**src/rtl/prio_event_monitor_pkg.sv**
```systemverilog
// rtl/prio_event_monitor_pkg.sv - shared types and width helpers for prio_event_monitor
package prio_event_monitor_pkg;

  typedef enum logic {
    ARB_FIXED = 1'b0,
    ARB_RR    = 1'b1
  } arb_mode_e;

  function automatic int idx_width(input int num_ch);
    return (num_ch > 2) ? $clog2(num_ch) : 1;
  endfunction

  function automatic int entry_width(input int num_ch, input int ts_w);
    return idx_width(num_ch) + ts_w;
  endfunction

  localparam int DEF_NUM_CH = 4;
  localparam int DEF_TS_W   = 32;
  localparam int DEF_IDX_W  = idx_width(DEF_NUM_CH);

  // Log entry layout for the default configuration; the FIFO stores {idx, ts} flat.
  typedef struct packed {
    logic [DEF_IDX_W-1:0] idx;
    logic [DEF_TS_W-1:0]  ts;
  } log_entry_t;

endpackage

```
**src/rtl/prio_event_monitor_log_fifo.sv**
```systemverilog
// rtl/prio_event_monitor_log_fifo.sv - event_log_fifo: sync FIFO with valid/ready pop and drop flag
module event_log_fifo
  import prio_event_monitor_pkg::*;
#(
  parameter int W     = 34,
  parameter int DEPTH = 8
) (
  input  logic         clk,
  input  logic         rst_n,
  input  logic         clr,
  input  logic         push,
  input  logic [W-1:0] push_data,
  output logic         drop,
  output logic         ovf,
  output logic         valid,
  input  logic         ready,
  output logic [W-1:0] head
);

  localparam int PTR_W = $clog2(DEPTH);

  logic [W-1:0]     mem [DEPTH];
  logic [PTR_W-1:0] wr_ptr;
  logic [PTR_W-1:0] rd_ptr;
  logic [PTR_W:0]   count;
  logic             full;
  logic             pop;
  logic             wr_en;

  assign full  = (count == (PTR_W+1)'(DEPTH));
  assign valid = (count != '0);
  assign pop   = valid & ready & ~clr;
  // A pop in the same cycle frees the slot, so a full log still accepts the push.
  assign wr_en = push & ~clr & (~full | pop);
  assign drop  = push & ~clr & full & ~pop;
  // Head reads zero while empty so reset/clear show clean outputs without resetting storage.
  assign head  = valid ? mem[rd_ptr] : '0;

  always_ff @(posedge clk) begin
    if (wr_en) mem[wr_ptr] <= push_data;
  end

  always_ff @(posedge clk or negedge rst_n) begin
    if (!rst_n) begin
      wr_ptr <= '0;
      rd_ptr <= '0;
      count  <= '0;
      ovf    <= 1'b0;
    end else if (clr) begin
      wr_ptr <= '0;
      rd_ptr <= '0;
      count  <= '0;
      ovf    <= 1'b0;
    end else begin
      if (wr_en) wr_ptr <= wr_ptr + PTR_W'(1);
      if (pop)   rd_ptr <= rd_ptr + PTR_W'(1);
      case ({wr_en, pop})
        2'b10:   count <= count + (PTR_W+1)'(1);
        2'b01:   count <= count - (PTR_W+1)'(1);
        default: count <= count;
      endcase
      if (drop) ovf <= 1'b1;
    end
  end

endmodule

```
**src/rtl/prio_event_monitor.sv**
```systemverilog
// rtl/prio_event_monitor.sv - event arbiter (fixed/round-robin) with hit counters, timestamp and log
module prio_event_monitor
  import prio_event_monitor_pkg::*;
#(
  parameter int  NUM_CH    = 4,
  parameter int  CNT_W     = 16,
  parameter int  TS_W      = 32,
  parameter int  LOG_DEPTH = 8,
  localparam int IDX_W     = idx_width(NUM_CH)
) (
  input  logic              clk,
  input  logic              rst_n,
  input  logic              clr,
  input  logic              rr_mode,
  input  logic [NUM_CH-1:0] ev_i,
  output logic              win_valid,
  output logic [IDX_W-1:0]  win_idx,
  input  logic [IDX_W-1:0]  cnt_sel,
  output logic [CNT_W-1:0]  cnt_data,
  output logic              log_valid,
  input  logic              log_ready,
  output logic [IDX_W-1:0]  log_idx,
  output logic [TS_W-1:0]   log_ts,
  output logic              log_ovf,
  output logic [CNT_W-1:0]  drop_cnt
);

  localparam int ENT_W = entry_width(NUM_CH, TS_W);

  arb_mode_e        mode;
  logic [TS_W-1:0]  ts_q;
  logic [IDX_W-1:0] rr_ptr_q;
  logic [CNT_W-1:0] cnt_q [NUM_CH];
  logic             any_ev;
  logic [IDX_W-1:0] fix_idx;
  logic [IDX_W-1:0] rr_idx;
  logic             rr_found;
  logic [IDX_W:0]   cand;
  logic [IDX_W-1:0] win_nxt;
  logic [IDX_W:0]   ptr_inc;
  logic             push;
  logic             drop;
  logic [ENT_W-1:0] head;

  assign mode   = arb_mode_e'(rr_mode);
  assign any_ev = |ev_i;

  always_comb begin
    fix_idx = '0;
    for (int i = NUM_CH - 1; i >= 0; i--) begin
      if (ev_i[i]) fix_idx = IDX_W'(i);
    end
  end

  // Scan from rr_ptr upward, wrapping at NUM_CH, and take the first asserted line.
  always_comb begin
    rr_idx   = '0;
    rr_found = 1'b0;
    cand     = '0;
    for (int i = 0; i < NUM_CH; i++) begin
      cand = {1'b0, rr_ptr_q} + (IDX_W+1)'(i);
      if (cand >= (IDX_W+1)'(NUM_CH)) cand = cand - (IDX_W+1)'(NUM_CH);
      if (!rr_found && ev_i[cand[IDX_W-1:0]]) begin
        rr_found = 1'b1;
        rr_idx   = cand[IDX_W-1:0];
      end
    end
  end

  always_comb begin
    win_nxt = (mode == ARB_RR) ? rr_idx : fix_idx;
    ptr_inc = {1'b0, win_nxt} + (IDX_W+1)'(1);
    if (ptr_inc == (IDX_W+1)'(NUM_CH)) ptr_inc = '0;
  end

  always_ff @(posedge clk or negedge rst_n) begin
    if (!rst_n) begin
      ts_q      <= '0;
      rr_ptr_q  <= '0;
      win_valid <= 1'b0;
      win_idx   <= '0;
    end else if (clr) begin
      ts_q      <= '0;
      rr_ptr_q  <= '0;
      win_valid <= 1'b0;
      win_idx   <= '0;
    end else begin
      ts_q      <= ts_q + TS_W'(1);
      win_valid <= any_ev;
      if (any_ev) begin
        win_idx <= win_nxt;
        // Fixed mode leaves the pointer alone so round-robin resumes where it stopped.
        if (mode == ARB_RR) rr_ptr_q <= ptr_inc[IDX_W-1:0];
      end
    end
  end

  always_ff @(posedge clk or negedge rst_n) begin
    if (!rst_n) begin
      for (int i = 0; i < NUM_CH; i++) cnt_q[i] <= '0;
      drop_cnt <= '0;
    end else if (clr) begin
      for (int i = 0; i < NUM_CH; i++) cnt_q[i] <= '0;
      drop_cnt <= '0;
    end else begin
      for (int i = 0; i < NUM_CH; i++) begin
        if (ev_i[i] && (cnt_q[i] != '1)) cnt_q[i] <= cnt_q[i] + CNT_W'(1);
      end
      if (drop && (drop_cnt != '1)) drop_cnt <= drop_cnt + CNT_W'(1);
    end
  end

  always_comb begin
    cnt_data = '0;
    if ({1'b0, cnt_sel} < (IDX_W+1)'(NUM_CH)) cnt_data = cnt_q[cnt_sel];
  end

  // Logged timestamp is the value held before the sampling edge.
  assign push = any_ev & ~clr;

  event_log_fifo #(
    .W     (ENT_W),
    .DEPTH (LOG_DEPTH)
  ) u_log (
    .clk       (clk),
    .rst_n     (rst_n),
    .clr       (clr),
    .push      (push),
    .push_data ({win_nxt, ts_q}),
    .drop      (drop),
    .ovf       (log_ovf),
    .valid     (log_valid),
    .ready     (log_ready),
    .head      (head)
  );

  assign log_idx = head[ENT_W-1 -: IDX_W];
  assign log_ts  = head[TS_W-1:0];

endmodule

```
**config.mk**
```make
export PLATFORM = sky130hd
export DESIGN_NAME = prio_event_monitor
export DESIGN_NICKNAME = d
export VERILOG_FILES = /design/src/rtl/prio_event_monitor_pkg.sv /design/src/rtl/prio_event_monitor_log_fifo.sv /design/src/rtl/prio_event_monitor.sv
export SDC_FILE = /design/constraint.sdc
export NUM_CORES = 1
export LEC_CHECK = 0
export BUFFER_PORTS_ARGS = -buffer_cell sky130_fd_sc_hd__buf_2
export CAP_MARGIN = 0
export CELL_PAD_IN_SITES_DETAIL_PLACEMENT = 1
export CELL_PAD_IN_SITES_GLOBAL_PLACEMENT = 2
export CORE_MARGIN = 2
export CORE_UTILIZATION = 36
export CTS_BUF_LIST = sky130_fd_sc_hd__clkbuf_4 sky130_fd_sc_hd__clkbuf_8
export DETAILED_ROUTE_END_ITERATION = 10
export GPL_ROUTABILITY_DRIVEN = 0
export PLACE_DENSITY = 0.62
export SYNTH_ARGS = -nofsm -noshare
export SYNTH_HDL_FRONTEND = slang
export SYNTH_SLANG_ARGS = --single-unit
```
**constraint.sdc**
```tcl
create_clock -name clk -period 5.25 [get_ports clk]
set_input_delay 0.2625 -clock clk [delete_from_list [all_inputs] [get_ports clk]]
set_output_delay 0.2625 -clock clk [all_outputs]
set_load 0.005 [all_outputs]
```
==> summary.md <==
| Metric | Value |
|---|---|
| Power share of the clock group | `37.6%` |
| FFs w/ async S/R, synth | `32.0%` |
| Worst skew pair latency | `0.63 ns` |
| Fmax | `301 MHz` |
| TritonCTS Buffers | `72` |
| CP startpoint | `u_log.rd_ptr[1]$_DFFE_PN0P_` |
| Post-Syn Area | `0.0176 mm^2` |
| Leak pwr | `7.17 nW` |
| Mean area per synthesized cell | `14.7 um^2` |
| Layout cell share with drive strength beyond 1 | `24.3%` |
| Max Cap Viol | `0` |
| Worst Max-Slew Pin Slew | `1.07 ns` |
| Initial antenna violation count | `0` |
| CTS root buffer | `clkbuf_8` |
| Vias per inst | `5.29` |
| M2 GR Usage | `29.8%` |
| HP Class | `in2reg` |
| Switching Share | `26.2%` |
| TritonCTS clock tree | `done` |
| Core area | `0.0479 mm^2` |
| Switch Pwr | `0.00201 W` |
| Vias in the first global route | `11400` |
| Minimum clock period | `3.33 ns` |
| R2R Path Start | `u_log.count[1]$_DFFE_PN0P_` |
| Total GRT Usage | `17.4%` |
| Gate Count Post-Synth | `1193` |
| Antenna Cells | `0` |
| PwrDens | `380 mW/mm^2` |
| Final Power | `0.00765 W` |
| Sequential cell area fraction in the yosys report | `64.8%` |
| Layout Cells excl Fill | `1971` |
| Crit path capture type | `primary output` |
| Maximum VDD drop | `164 uV` |
| Port bufs | `81` |
| RSZ-0062 raised after global routing | `false` |
| Pins Over Slew Limit | `0` |
| Fill cells | `4883` |
| Hold slack | `0.0813 ns` |
| Clock transition at path regs | `0.06 ns` |
| Area Overhead vs Synth | `14.6%` |
| Global Route met3 Usage | `3.50%` |
| Gr busiest metal | `met2` |
| Total Neg Setup Slack | `0 ns` |
| Max Root-Sink Buffers | `3` |
| Most common cell after layout, fill and taps aside | `edfxtp_1` |
| Reg area | `0.0114 mm^2` |
| Multi-input combinational cell area | `0.00591 mm^2` |
| Net Count, Synth | `1214` |
| CP required | `4.99 ns` |
| Crit path launch type | `register` |
| Logic pwr share | `15.3%` |
| FF-to-FF setup slack | `2.35 ns` |
| Most frequent cells in the layout | `edfxtp_1, nor2_1, dfrtp_1, mux4_2, clkbuf_8` |
| Cts repair resizes | `0` |
| Final Skew | `0.0281 ns` |
| Post-CTS Setup Bufs | `0` |
| Worst EP arrival | `3.06 ns` |
| First drt pass iteration count | `5` |
| Chip height | `225 um` |
| DR vias | `10400` |
| H-tree depth | `3` |
| Yosys cell types | `60` |
| Antenna Violating Nets Remaining | `0` |
| First-pass GRT wire length | `67.2 mm` |
| Detailed Place HPWL | `26.8 mm` |
| Met1 usage | `22.4%` |
| Remaining Overflow, GRT | `0` |
| Final setup vio count | `0` |
| Top Ports | `82` |
| Hold wc startpoint | `ev_i[1]` |
| Flop pwr share | `47.2%` |
| DIE WIDTH | `225 um` |
| Outcome | `finished clean` |
| Max FO, Critical Path | `36` |
| Detailed Route WL | `42.5 mm` |
| Cell row count | `80` |
| Syn. warnings | `0` |
| Largest net degree at the start of global routing | `88` |
| DRC viols | `0` |
| Crit Path Category | `reg2out` |
| Die area | `0.0505 mm^2` |
| Yosys reg bits | `400` |
| CTS Sinks | `400` |
| Internal power | `0.00564 W` |
| Hold Fails Final Rpt | `0` |
| Post-synth EDFFs | `272` |
| Hold_buf cts | `3` |
| Initial Util | `36.6%` |
| Net count, final | `1327` |
| Dpl cells | `1844` |
| Period utilisation layout | `63.4%` |
| Mean routed wirelength per cell | `21.5 um` |
| Max_slew headroom | `28.5%` |
| DR iter-0 viols | `552` |
| Ys flop type | `edfxtp_1` |
| Fin util | `41.9%` |
[power groups by stage]
stage | combinational [W] | sequential [W] | clock (W)
floorplan | 0.000891 | 0.00357 | 0
global placement | 0.00121 | 0.00367 | 0
global route | 0.00131 | 0.00363 | 0.00309
finish | 0.00117 | 0.00361 | 0.00287
CTS | 0.00122 | 0.00362 | 0.00297
detailed placement | 0.00122 | 0.00368 | 0
[through the flow]
| stage | cell area [um^2] | worst slack (ns) |
|---|---|---|
| finish | 20100 | 1.92 |
| global route | 20100 | 1.69 |
| CTS | 20100 | 1.80 |
| detailed placement | 18700 | 2.02 |
| global placement | 18700 | 2.06 |
| floorplan | 17600 | 1.11 |
[final cells by class]
cell class	instances	area share (%)
Clock buffer	105	6.41
Clock inverter	19	0.628
Tap cell	615	3.83
Multi-Input combinational cell	714	29.4
Timing Repair Buffer	98	2.79
Sequential cell	400	56.6
Inverter	20	0.373
[sequential cells by signal (all words and copies together), names as in the netlist]
register / count
drop_cnt: 16
u_log.count: 4
u_log.rd_ptr: 3
cnt_q: 64
win_valid: 1
u_log.mem: 272
ts_q: 32
rr_ptr_q: 2
win_idx: 2
u_log.wr_ptr: 3
u_log.ovf: 1
[cells by family (layout without fill, tap and decap cells)]
family	after synthesis	after routing	share of synthesized area (%)
AND/OR/NAND/NOR	392	392	11.6
buffers and inverters	79	242	1.83
XOR/XNOR	78	78	3.89
flip-flops	400	400	64.8
AO/OA/AOI/OAI	103	103	3.74
adder cells (fa/ha/maj)	10	10	0.713
multiplexers	131	131	13.5
[routing by layer]
metal / share of wire (%) / vias to the layer above
met2: 50 / 153
met5: 0 / -
met4: 1.9 / 0
met1: 44 / 5414
met3: 3.4 / 66
li1: - / 4784
[path summary, 6_finish.rpt]
path | endpoint | cells past startpoint
setup / recovery | log_ts[22] | 5
hold / removal | cnt_q[34]$_DFFE_PN0P_ | 3
setup reg to reg | u_log.mem[2][25]$_DFFE_PP_ | 5
hold reg to reg | win_idx[1]$_DFFE_PN0P_ | 2
max in group asynchronous | ts_q[19]$_DFF_PN0_ | 3
min in group asynchronous | cnt_q[43]$_DFFE_PN0P_ | 2
[critical path, cell delays in order, from the launching register on]
cell	delay [ns]
dfrtp_2	0.98
buf_4	0.61
mux4_2	0.40
mux2i_1	0.23
nor2_1	0.06
buf_2	0.14
[cell usage after synthesis (all sizes together) (5+ instances only)]
library cell / n / area [um^2]
a211oi: 7 / 57.6
a21oi: 36 / 180
a31oi: 8 / 50.1
and3: 21 / 131
and4: 11 / 98.8
buf: 17 / 87.6
clkbuf: 42 / 158
dfrtp: 128 / 3200
edfxtp: 272 / 8170
ha: 10 / 125
inv: 20 / 75.1
mux2i: 43 / 430
mux4: 84 / 1890
nand2: 36 / 135
nand2b: 5 / 31.3
nand3: 45 / 225
nand4: 30 / 188
nor2: 157 / 597
nor2b: 5 / 31.3
nor3: 30 / 160
nor3b: 6 / 45.0
nor4: 16 / 174
o2111ai: 5 / 43.8
o211ai: 6 / 58.8
o21ai: 24 / 124
or3: 20 / 125
xnor2: 34 / 298
xor2: 44 / 385
No activity file was read; power rests on OpenSTA's default activity.
